--- src/rtl/leaf_pkt_pkg.sv ---
// Leaf packet definitions shared by the BFT-side leaf driver:
// packet width and field positions, driver state encoding, packet builder.
package leaf_pkt_pkg;

    localparam int unsigned PKT_W     = 49;
    localparam int unsigned DEST_W    = 5;
    localparam int unsigned PORT_W    = 4;
    localparam int unsigned SEQ_W     = 7;
    localparam int unsigned DATA_W    = 32;

    localparam int unsigned VALID_BIT = 48;
    localparam int unsigned DEST_MSB  = 47;
    localparam int unsigned DEST_LSB  = 43;
    localparam int unsigned PORT_MSB  = 42;
    localparam int unsigned PORT_LSB  = 39;
    localparam int unsigned SEQ_MSB   = 38;
    localparam int unsigned SEQ_LSB   = 32;
    localparam int unsigned DATA_MSB  = 31;
    localparam int unsigned DATA_LSB  = 0;

    typedef logic [PKT_W-1:0] pkt_t;

    typedef enum logic [1:0] {
        IDLE = 2'd0,
        SEND = 2'd1,
        WAIT = 2'd2,
        ERR  = 2'd3
    } drv_state_e;

    // Build a leaf packet: valid | dest | port | seq | data
    function automatic pkt_t mk_pkt(
        input logic [DEST_W-1:0] dest,
        input logic [PORT_W-1:0] port,
        input logic [SEQ_W-1:0]  seq,
        input logic [DATA_W-1:0] data
    );
        return {1'b1, dest, port, seq, data};
    endfunction

endpackage

--- src/rtl/leaf_retry_timer.sv ---
// Echo timeout timer and retry counter for the leaf driver.
// timeout: timer has reached TIMEOUT-1; exhausted: no retries left.
module leaf_retry_timer #(
    parameter int unsigned TIMEOUT   = 16,
    parameter int unsigned MAX_RETRY = 3,
    parameter int unsigned TMR_W     = 8
) (
    input  logic clk,
    input  logic reset_n,
    input  logic tmr_clr,
    input  logic tmr_inc,
    input  logic rty_clr,
    input  logic rty_inc,
    output logic timeout,
    output logic exhausted
);

    localparam int unsigned RTY_W = (MAX_RETRY < 1) ? 1 : $clog2(MAX_RETRY + 1);

    logic [TMR_W-1:0] tmr_q, tmr_d;
    logic [RTY_W-1:0] rty_q, rty_d;

    // Next timer / retry count
    always_comb begin
        tmr_d = tmr_q;
        rty_d = rty_q;
        if (tmr_clr) begin
            tmr_d = '0;
        end else if (tmr_inc) begin
            tmr_d = tmr_q + TMR_W'(1);
        end
        if (rty_clr) begin
            rty_d = '0;
        end else if (rty_inc) begin
            rty_d = rty_q + RTY_W'(1);
        end
    end

    // Counter registers, synchronous active-low reset
    always_ff @(posedge clk) begin
        if (!reset_n) begin
            tmr_q <= '0;
            rty_q <= '0;
        end else begin
            tmr_q <= tmr_d;
            rty_q <= rty_d;
        end
    end

    assign timeout   = (tmr_q == TMR_W'(TIMEOUT - 1));
    assign exhausted = (rty_q >= RTY_W'(MAX_RETRY));

endmodule

--- src/rtl/leaf_bft_driver.sv ---
// BFT-side driver for one leaf page interface: formats stream beats into
// 49-bit leaf packets, strobes them into the page, checks the echo and
// retries on timeout. Optional counters enabled by LEAF_DRV_STATS_EN.
module leaf_bft_driver
    import leaf_pkt_pkg::*;
#(
    parameter int unsigned TIMEOUT   = 16,
    parameter int unsigned MAX_RETRY = 3,
    parameter int unsigned TMR_W     = 8
) (
    input  logic              clk,
    input  logic              reset_n,
    input  logic              start,
    input  logic              s_valid,
    output logic              s_ready,
    input  logic [4:0]        s_dest,
    input  logic [3:0]        s_port,
    input  logic [31:0]       s_data,
    output logic [PKT_W-1:0]  din_leaf_bft2interface,
    output logic              resend,
    output logic              ap_start,
    input  logic [PKT_W-1:0]  dout_leaf_interface2bft,
    output logic              done,
    output logic              busy,
    output logic              err
`ifdef LEAF_DRV_STATS_EN
    ,
    output logic [15:0]       stat_sent,
    output logic [15:0]       stat_retry
`endif
);

    drv_state_e       state_q, state_d;
    pkt_t             din_q, din_d;
    logic [SEQ_W-1:0] seq_q, seq_d;
    logic             done_q, done_d;
    logic             ap_start_q, ap_start_d;

    logic tmr_clr, tmr_inc, rty_clr, rty_inc;
    logic timeout, exhausted;
    logic echo_match;

    assign echo_match = (dout_leaf_interface2bft == din_q);

    leaf_retry_timer #(
        .TIMEOUT   (TIMEOUT),
        .MAX_RETRY (MAX_RETRY),
        .TMR_W     (TMR_W)
    ) u_retry_timer (
        .clk       (clk),
        .reset_n   (reset_n),
        .tmr_clr   (tmr_clr),
        .tmr_inc   (tmr_inc),
        .rty_clr   (rty_clr),
        .rty_inc   (rty_inc),
        .timeout   (timeout),
        .exhausted (exhausted)
    );

    // Next-state, packet latch and timer control; a match beats a timeout
    always_comb begin
        state_d    = state_q;
        din_d      = din_q;
        seq_d      = seq_q;
        done_d     = 1'b0;
        ap_start_d = ap_start_q | start;
        tmr_clr    = 1'b0;
        tmr_inc    = 1'b0;
        rty_clr    = 1'b0;
        rty_inc    = 1'b0;
        case (state_q)
            IDLE: begin
                if (s_valid) begin
                    din_d   = mk_pkt(s_dest, s_port, seq_q, s_data);
                    state_d = SEND;
                end
            end
            SEND: begin
                tmr_clr = 1'b1;
                state_d = WAIT;
            end
            WAIT: begin
                if (echo_match) begin
                    done_d  = 1'b1;
                    seq_d   = seq_q + SEQ_W'(1);
                    rty_clr = 1'b1;
                    state_d = IDLE;
                end else begin
                    tmr_inc = 1'b1;
                    if (timeout) begin
                        if (!exhausted) begin
                            rty_inc = 1'b1;
                            state_d = SEND;
                        end else begin
                            state_d = ERR;
                        end
                    end
                end
            end
            ERR: begin
                state_d = ERR;
            end
            default: begin
                state_d = IDLE;
            end
        endcase
    end

    // State and packet registers, synchronous active-low reset
    always_ff @(posedge clk) begin
        if (!reset_n) begin
            state_q    <= IDLE;
            din_q      <= '0;
            seq_q      <= '0;
            done_q     <= 1'b0;
            ap_start_q <= 1'b0;
        end else begin
            state_q    <= state_d;
            din_q      <= din_d;
            seq_q      <= seq_d;
            done_q     <= done_d;
            ap_start_q <= ap_start_d;
        end
    end

    assign din_leaf_bft2interface = din_q;
    assign resend                 = (state_q == SEND);
    assign s_ready                = (state_q == IDLE);
    assign busy                   = (state_q != IDLE);
    assign err                    = (state_q == ERR);
    assign done                   = done_q;
    assign ap_start               = ap_start_q;

`ifdef LEAF_DRV_STATS_EN
    logic [15:0] stat_sent_q, stat_sent_d;
    logic [15:0] stat_retry_q, stat_retry_d;

    // Saturating counts of completed packets and retry sends
    always_comb begin
        stat_sent_d  = stat_sent_q;
        stat_retry_d = stat_retry_q;
        if (done_q && (stat_sent_q != 16'hFFFF)) begin
            stat_sent_d = stat_sent_q + 16'd1;
        end
        if (rty_inc && (stat_retry_q != 16'hFFFF)) begin
            stat_retry_d = stat_retry_q + 16'd1;
        end
    end

    // Statistics registers, cleared on reset
    always_ff @(posedge clk) begin
        if (!reset_n) begin
            stat_sent_q  <= '0;
            stat_retry_q <= '0;
        end else begin
            stat_sent_q  <= stat_sent_d;
            stat_retry_q <= stat_retry_d;
        end
    end

    assign stat_sent  = stat_sent_q;
    assign stat_retry = stat_retry_q;
`endif

endmodule

--- config.mk ---
export PLATFORM = sky130hd
export DESIGN_NAME = leaf_bft_driver
export DESIGN_NICKNAME = d
export VERILOG_FILES = /design/src/rtl/leaf_pkt_pkg.sv /design/src/rtl/leaf_retry_timer.sv /design/src/rtl/leaf_bft_driver.sv
export SDC_FILE = /design/constraint.sdc
export NUM_CORES = 1
export LEC_CHECK = 0
export BUFFER_PORTS_ARGS = -buffer_cell sky130_fd_sc_hd__buf_4
export CAP_MARGIN = 25
export CORE_MARGIN = 4
export CORE_UTILIZATION = 50
export DETAILED_ROUTE_END_ITERATION = 10
export PLACE_DENSITY = 0.92
export SYNTH_ARGS = -nofsm -noshare
export SYNTH_HDL_FRONTEND = slang
export SYNTH_HIERARCHICAL = 1
export SYNTH_SLANG_ARGS = --single-unit
--- constraint.sdc ---
create_clock -name clk -period 4.8 [get_ports clk]
set_input_delay 0.48 -clock clk [delete_from_list [all_inputs] [get_ports clk]]
set_output_delay 0.48 -clock clk [all_outputs]
set_load 0.005 [all_outputs]
==> out/metrics.cfg, run 1 <==
[clock_network]
cts-buffers-inserted=9
cts_hold_buffers=0
clockRootBuffer=clkbuf_8
clock_latency_ns=0.33
cts_max_path_buffers=2
ctsResizeCount=0
cts_tree=built
htreeDepth=3
cts_sinks=70
cts_setup_buffers=0
clk_pin_slew_ns=0.07

[finish]
antennaDiodeCount=0
nFillCells=444
drive_above_1_share_pct=31.6
nets=623
syn2layout_area_growth_pct=41.8
fin_area_um2=4430
utilization_pct=73.9

[yosys]
synth_top_area_share_pct=44.9
syn-num-nets=483
synth.distinct_cells=27
yosysWarnings=6
yosysMostFrequentCell=nand2_1
async_reset_ff_share_pct=0
synth_ff_type=dfxtp_1
netlist_top_cells_count=nand2_1 (103), dfxtp_1 (70), a21oi_1 (57), xor2_1 (51)
synth-edff-count=0
syn-cell-area_um2=3120
yosys.area.top_type=dfxtp_1
ys_seq_area_share_pct=44.9
syn_avg_cell_area_um2=8.09
synthCells=386
ys_seq_elements=70
synth_area_leaders=dfxtp_1 (45%), xor2_1 (14%), nand2_1 (12%), a21oi_1 (9.1%), nor4_1 (2.4%)

[drt]
drt-initial-drc-count=114
first_pass_iters=4
ant_nets=0
routed_via_density=5.15
drc=0
wl_um=9060
wl_per_cell_um=15.0
vias=3112

[min_path]
hold_path_class=primary input to register

[sta]
drv_slew=0
worst_pin_slew_ns=1.02
hold_viol=0
rsz0062_at_grt=no
period_needed_ns=2.72
fin_skew_ns=0.00933
slew_headroom_pct=31.8
timing.final.crit_share_pct=56.7
finalSetupViolCount=0
max_freq_ghz=0.367
setup_ws_ns=2.08
tns_ns=0

[floorplanning]
row_count=28
fp.dieW_um=87.0
core_area_um2=5990
start_util_pct=52.1
ioPinCount=149
die_h_um=87.0
die-area_um2=7570

[setup_path]
arrival_ns=2.92
rr_startpoint=din_leaf_bft2interface[45]
rr_endpoint=u_retry_timer/tmr_q[4]
endpoint_kind=register
worstSetupPathType=register to register
crit_path_start_kind=register
crit_required_ns=5.00
worst-r2r-cell-count=9
cp_max_fo=5
worstSetupEndpoint=u_retry_timer/tmr_q[4]
critPathLaunch=din_leaf_bft2interface[45]
regToRegSetupSlack_ns=2.08

[pwr]
leakagePower_nw=2.06
p_per_area_nw_per_um2=289
irDropWorstVdd_v=0.000215

[placement]
place.gp.congestion=0.818
placed_area_um2=4250
dp_slack_ns=1.89
dp_hpwl_um=6740
numPortBuffers=148

[status]
status=complete, no violations

[global_route]
grt_start_max_net_pins=61
grt_overflow_total=0
first_global_vias=3004
grt_pass1_wl_um=14000
grt_usage_pct=23.5
antenna_found_initial=0

[job]
drv_cap=0

[registers in the layout (all words and copies together), names as in the netlist]
register                count
ap_start                    1
din_leaf_bft2interface     49
done                        1
seq_q                       7
state_q                     2
u_retry_timer/rty_q         2
u_retry_timer/tmr_q         8
[how the worst min path moves through the flow]
stage	from	to	slack [ns]	cells past startpoint
floorplan	seq_q[6]	din_leaf_bft2interface[38]	0.44	2
global placement	ap_start	ap_start	0.45	2
detailed placement	ap_start	ap_start	0.47	2
CTS	start	ap_start	0.34	3
global route	start	ap_start	0.35	3
finish	start	ap_start	0.35	3
[critical path, cell delays in order, from the launching register on]
cell and delay [ns]:
dfxtp_1 0.34, xor2_1 0.17, nor4_1 0.53, nand4_1 0.25, or4_2 0.69, nand2_1 0.11, inv_1 0.12, nand4_1 0.14
xor2_1 0.17, nor2_1 0.07
[power breakdown]
| part | internal, W | switching (W) |
|---|---|---|
| combinational | 0.000119 | 0.000102 |
| clock | 0.000224 | 0.000200 |
| sequential | 0.000608 | 0.0000267 |
| total | 0.000951 | 0.000328 |
[cells in the final DEF (no fill, tap or decap), types with 4 or more instances in the layout]
master    instances
clkbuf_8         12
nor2_1           18
nor4_1           12
buf_4           148
nand4_1           6
xnor2_1           4
a21oi_1          57
or3_1             8
inv_1             4
dfxtp_1          70
xor2_1           51
o21ai_0           8
nand3_1           4
nand2_1         102
[stage by stage]
stage	instances	hold slack, ns	power [W]
after floorplan	386	0.437	0.000741
after global placement	590	0.453	0.000865
after detailed placement	590	0.467	0.000871
after CTS	604	0.344	0.00129
after global routing	604	0.348	0.00134
final	604	0.352	0.00128
[metal layers]
layer	GRT usage, %	part of all wire [%]	vias to the layer above
met5	0	0	-
li1	-	-	1556
met2	41.5	52	118
met4	6.09	1.4	0
met3	7.85	7.7	10
met1	27.2	39	1428
[cells by family after synthesis]
family | synth area share (%)
AND/OR/NAND/NOR | 23.8
XOR/XNOR | 15.4
multiplexers | 0.962
buffers and inverters | 3.13
flip-flops | 44.9
adder cells (fa/ha/maj) | 1.20
AO/OA/AOI/OAI | 10.6
[cell type report]
type,instances,area [um2],area share [%]
timing repair buffer,148,1110,25.1
multi-input combinational,292,1630,36.8
tap,75,93.8,2.12
sequential,70,1400,31.7
clock buffer,13,169,3.82
inverter,5,18.8,0.424
clock inverter,1,5.00,0.113
No activity file was read; power rests on OpenSTA's default activity.
==> inputs of run 2 (changes only) <==
Settings changed: ABC_AREA from default to 1, CORE_UTILIZATION 50 to 48, PLACE_DENSITY 0.92 to 0.87.
Clock period 4.8 ns to 2.85 ns, I/O delays scaled along.
==> run 2 against run 1 <==
Effect of this change:
- sequential power rose by 84%
- worst setup slack got worse by 1.3 ns
- clock power increased by 78%
- critical path depth increased by 3
- final cell count rose by 27%
- utilization is 3.8 points lower
- clock-buffer cell count shrank 2
==> out/metrics.cfg, run 2 <==
[floorplanning]
row_count=30  ; was 28
die_h_um=93.1  ; was 87.0 um
core_area_um2=6910  ; was 5990 um2
die-area_um2=8670  ; was 7570 um2
ioPinCount=149  ; unchanged
fp.dieW_um=93.1  ; was 87.0 um
start_util_pct=50.3  ; was 52.1%

[status]
status=complete, no violations  ; unchanged

[sta]
fin_skew_ns=0.00852  ; was 0.00933 ns
setup_ws_ns=0.820  ; was 2.08 ns
tns_ns=0  ; unchanged
rsz0062_at_grt=no  ; unchanged
slew_headroom_pct=53.2  ; was 31.8%
period_needed_ns=2.03  ; was 2.72 ns
hold_viol=0  ; unchanged
max_freq_ghz=0.493  ; was 0.367 GHz
finalSetupViolCount=0  ; unchanged
drv_slew=0  ; unchanged
worst_pin_slew_ns=0.701  ; was 1.02 ns
timing.final.crit_share_pct=71.2  ; was 56.7%

[min_path]
min_from=start  ; unchanged
hold_end=ap_start  ; unchanged
worstHoldPathCells=3  ; unchanged
hold_path_class=primary input to register  ; unchanged

[setup_path]
crit_slowest_cell=dfxtp_1  ; was or4_2
cpMostUsedCell=nand2_1
cpPeakStageDelay_ns=0.41  ; was 0.69 ns
regToRegSetupSlack_ns=0.82  ; was 2.08 ns
crit_path_start_kind=register  ; unchanged
worstSetupPathType=register to register  ; unchanged
worst-r2r-cell-count=12  ; was 9
rr_startpoint=din_leaf_bft2interface[48]  ; was din_leaf_bft2interface[45]
path_cells=xnor2_1 > nand2_1 > nor2_1 > nand2_1 > nor2_4 > nand2_4 > nand2_1 > inv_1 > nand3_1 > inv_1 > a21oi_1 > nor2_1  ; was xor2_1 > nor4_1 > nand4_1 > or4_2 > nand2_1 > inv_1 > nand4_1 > xor2_1 > nor2_1
arrival_ns=2.25  ; was 2.92 ns
endpoint_kind=register  ; unchanged
crit_required_ns=3.07  ; was 5.00 ns
cp_top_family=simple AND/OR/NAND/NOR gates  ; unchanged
cp_num_buf_inv=2  ; was 1
rr_endpoint=u_retry_timer/tmr_q[6]  ; was u_retry_timer/tmr_q[4]
cp_max_fo=7  ; was 5

[yosys]
synthCells=519  ; was 386
netlist_top_cells_count=nor2_1 (136), nand2_1 (100), dfxtp_1 (70), inv_1 (51), o21ai_0 (47)  ; was nand2_1 (103), dfxtp_1 (70), a21oi_1 (57), xor2_1 (51)
synth_compound_area_share_pct=11.2  ; was 10.6%
async_reset_ff_share_pct=0  ; unchanged
syn_avg_cell_area_um2=6.70  ; was 8.09 um2
synth_ff_type=dfxtp_1  ; unchanged
yosysWarnings=6  ; unchanged
synth_top_family_by_area=simple AND/OR/NAND/NOR gates  ; unchanged
synth-edff-count=0  ; unchanged
yosysMostFrequentCell=nor2_1  ; was nand2_1
synth.distinct_cells=24  ; was 27
synth_area_leaders=dfxtp_1 (40%), nor2_1 (15%), nand2_1 (11%), xnor2_1 (7.1%), o21ai_0 (6.8%)  ; was dfxtp_1 (45%), xor2_1 (14%), nand2_1 (12%), a21oi_1 (9.1%), nor4_1 (2.4%)
yosys.area_share.simple_pct=31.1  ; was 23.8%
synth_top_area_share_pct=40.3  ; was 44.9%
syn-cell-area_um2=3480  ; was 3120 um2
syn-num-nets=616  ; was 483
synth_mux_area_share_pct=0.288  ; was 0.962%
synth_fa_ha_area_share_pct=1.08  ; was 1.20%
synth-xor-area-share_pct=8.06  ; was 15.4%
yosys.area.top_type=dfxtp_1  ; unchanged
ys_seq_area_share_pct=40.3  ; was 44.9%
ys_seq_elements=70  ; unchanged

[global_route]
grt_start_max_net_pins=52  ; was 61
first_global_vias=3582  ; was 3,004
grt_pass1_wl_um=16300  ; was 14,000 um
antenna_found_initial=0  ; unchanged
grt_overflow_total=0  ; unchanged
grt_usage_pct=23.0  ; was 23.5%

[finish]
antennaDiodeCount=0  ; unchanged
final_cell_mix=buf_4 (150), nor2_1 (135), nand2_1 (100)  ; was buf_4 (148), nand2_1 (102), dfxtp_1 (70)
nFillCells=576  ; was 444
drive_above_1_share_pct=27.1  ; was 31.6%
mostFrequentLayoutCell=buf_4  ; unchanged
nets=761  ; was 623
largest_reg_flops=49  ; unchanged
final_cell_count_no_fill=765  ; was 604
utilization_pct=70.1  ; was 73.9%
syn2layout_area_growth_pct=39.3  ; was 41.8%

[placement]
place.gp.congestion=0.817  ; was 0.818
dp_hpwl_um=7550  ; was 6740 um
dp_slack_ns=0.850  ; was 1.89 ns
numPortBuffers=148  ; unchanged
place_inst=749  ; was 590

[clock_network]
cts_tree=built  ; unchanged
ctsResizeCount=0  ; unchanged
cts_setup_buffers=0  ; unchanged
clock_latency_ns=0.33  ; about the same
cts_hold_buffers=0  ; unchanged
clk_pin_slew_ns=0.07  ; about the same
cts-buffers-inserted=9  ; unchanged
cts_sinks=70  ; unchanged
htreeDepth=3  ; unchanged
cts_max_path_buffers=2  ; unchanged
clockRootBuffer=clkbuf_8  ; unchanged

[pwr]
leakagePower_nw=2.44  ; was 2.06 nW
p_per_area_nw_per_um2=534  ; was 289 nW/um2
irDropWorstVdd_v=0.000428  ; was 0.000215 V

[drt]
wl_per_cell_um=13.2  ; was 15.0 um
drt-initial-drc-count=169  ; was 114
routed_via_density=4.86  ; was 5.15
first_pass_iters=5  ; was 4
ant_nets=0  ; unchanged
wl_um=10100  ; was 9060 um
vias=3715  ; was 3,112
drc=0  ; unchanged

[job]
drv_cap=0  ; unchanged

[run 2: cell types whose count changed in the layout (fill, tap and decap cells not counted), sizes merged, moves of 8 or more]
cell / previous run / this run
xor2: 51 / 4
xnor2: 4 / 28
or3: 8 / 0
nor4: 12 / 0
o21ai: 8 / 52
nor2: 18 / 141
a21oi: 57 / 26
inv: 5 / 56
[run 2: stage by stage]
stage	total power [W]	area [um2]	hold slack [ns]
after floorplan	0.00151	3480	0.406
after global placement	0.00183	4660	0.451
after detailed placement	0.00186	4660	0.456
after CTS	0.00261	4840	0.154
after global routing	0.00275	4840	0.167
final	0.00259	4840	0.161
[run 2: final cells by class]
type / instances / area, um2 / area share [%]
Multi-Input combinational cell: 377 / 1800 / 37.2
Sequential cell: 70 / 1400 / 28.9
Timing Repair Buffer: 150 / 1130 / 23.3
Inverter: 56 / 210 / 4.34
Clock buffer: 11 / 131 / 2.71
Tap cell: 96 / 120 / 2.48
Clock inverter: 5 / 50.0 / 1.03
[run 2: logic make-up after synthesis]
family,Yosys count
adders and majority gates,3
buffers and inverters,72
AOI/OAI and AO/OA,78
DFF,70
xor gates and xnor gates,32
and+or+nand+nor,263
muxes,1
[run 2: report_power, final]
| group | switching, W | leakage (nW) | total [W] | internal (W) |
|---|---|---|---|---|
| clock | 0.000354 | 0.0968 | 0.000753 | 0.000399 |
| sequential | 0.0000920 | 0.576 | 0.00117 | 0.00108 |
| combinational | 0.000325 | 1.77 | 0.000664 | 0.000339 |
[run 2: tightest hold or removal path, delay by kind of cell]
family | cells | cell delay, ns
and+or+nand+nor | 2 | 0.09
buffers and inverters | 1 | 0.08
[run 2: how the worst max path moves through the flow]
stage	cells past startpoint	from	slack (ns)	to
finish	12	din_leaf_bft2interface[48]	0.82	u_retry_timer/tmr_q[6]
global route	15	din_leaf_bft2interface[5]	0.58	u_retry_timer/tmr_q[6]
CTS	12	din_leaf_bft2interface[48]	0.83	u_retry_timer/tmr_q[6]
detailed placement	13	dout_leaf_interface2bft[16]	0.85	u_retry_timer/tmr_q[6]
global placement	13	dout_leaf_interface2bft[16]	0.92	u_retry_timer/tmr_q[6]
floorplan	15	din_leaf_bft2interface[41]	1.17	u_retry_timer/tmr_q[6]
[run 2: layer usage]
layer / track usage (%) / part of all wire [%] / vias to the layer above
met3: 4.34 / 7.4 / 14
met1: 29.4 / 43 / 1654
met2: 39.7 / 48 / 150
met4: 6.11 / 1.2 / 0
met5: 0 / 0 / -
li1: - / - / 1897
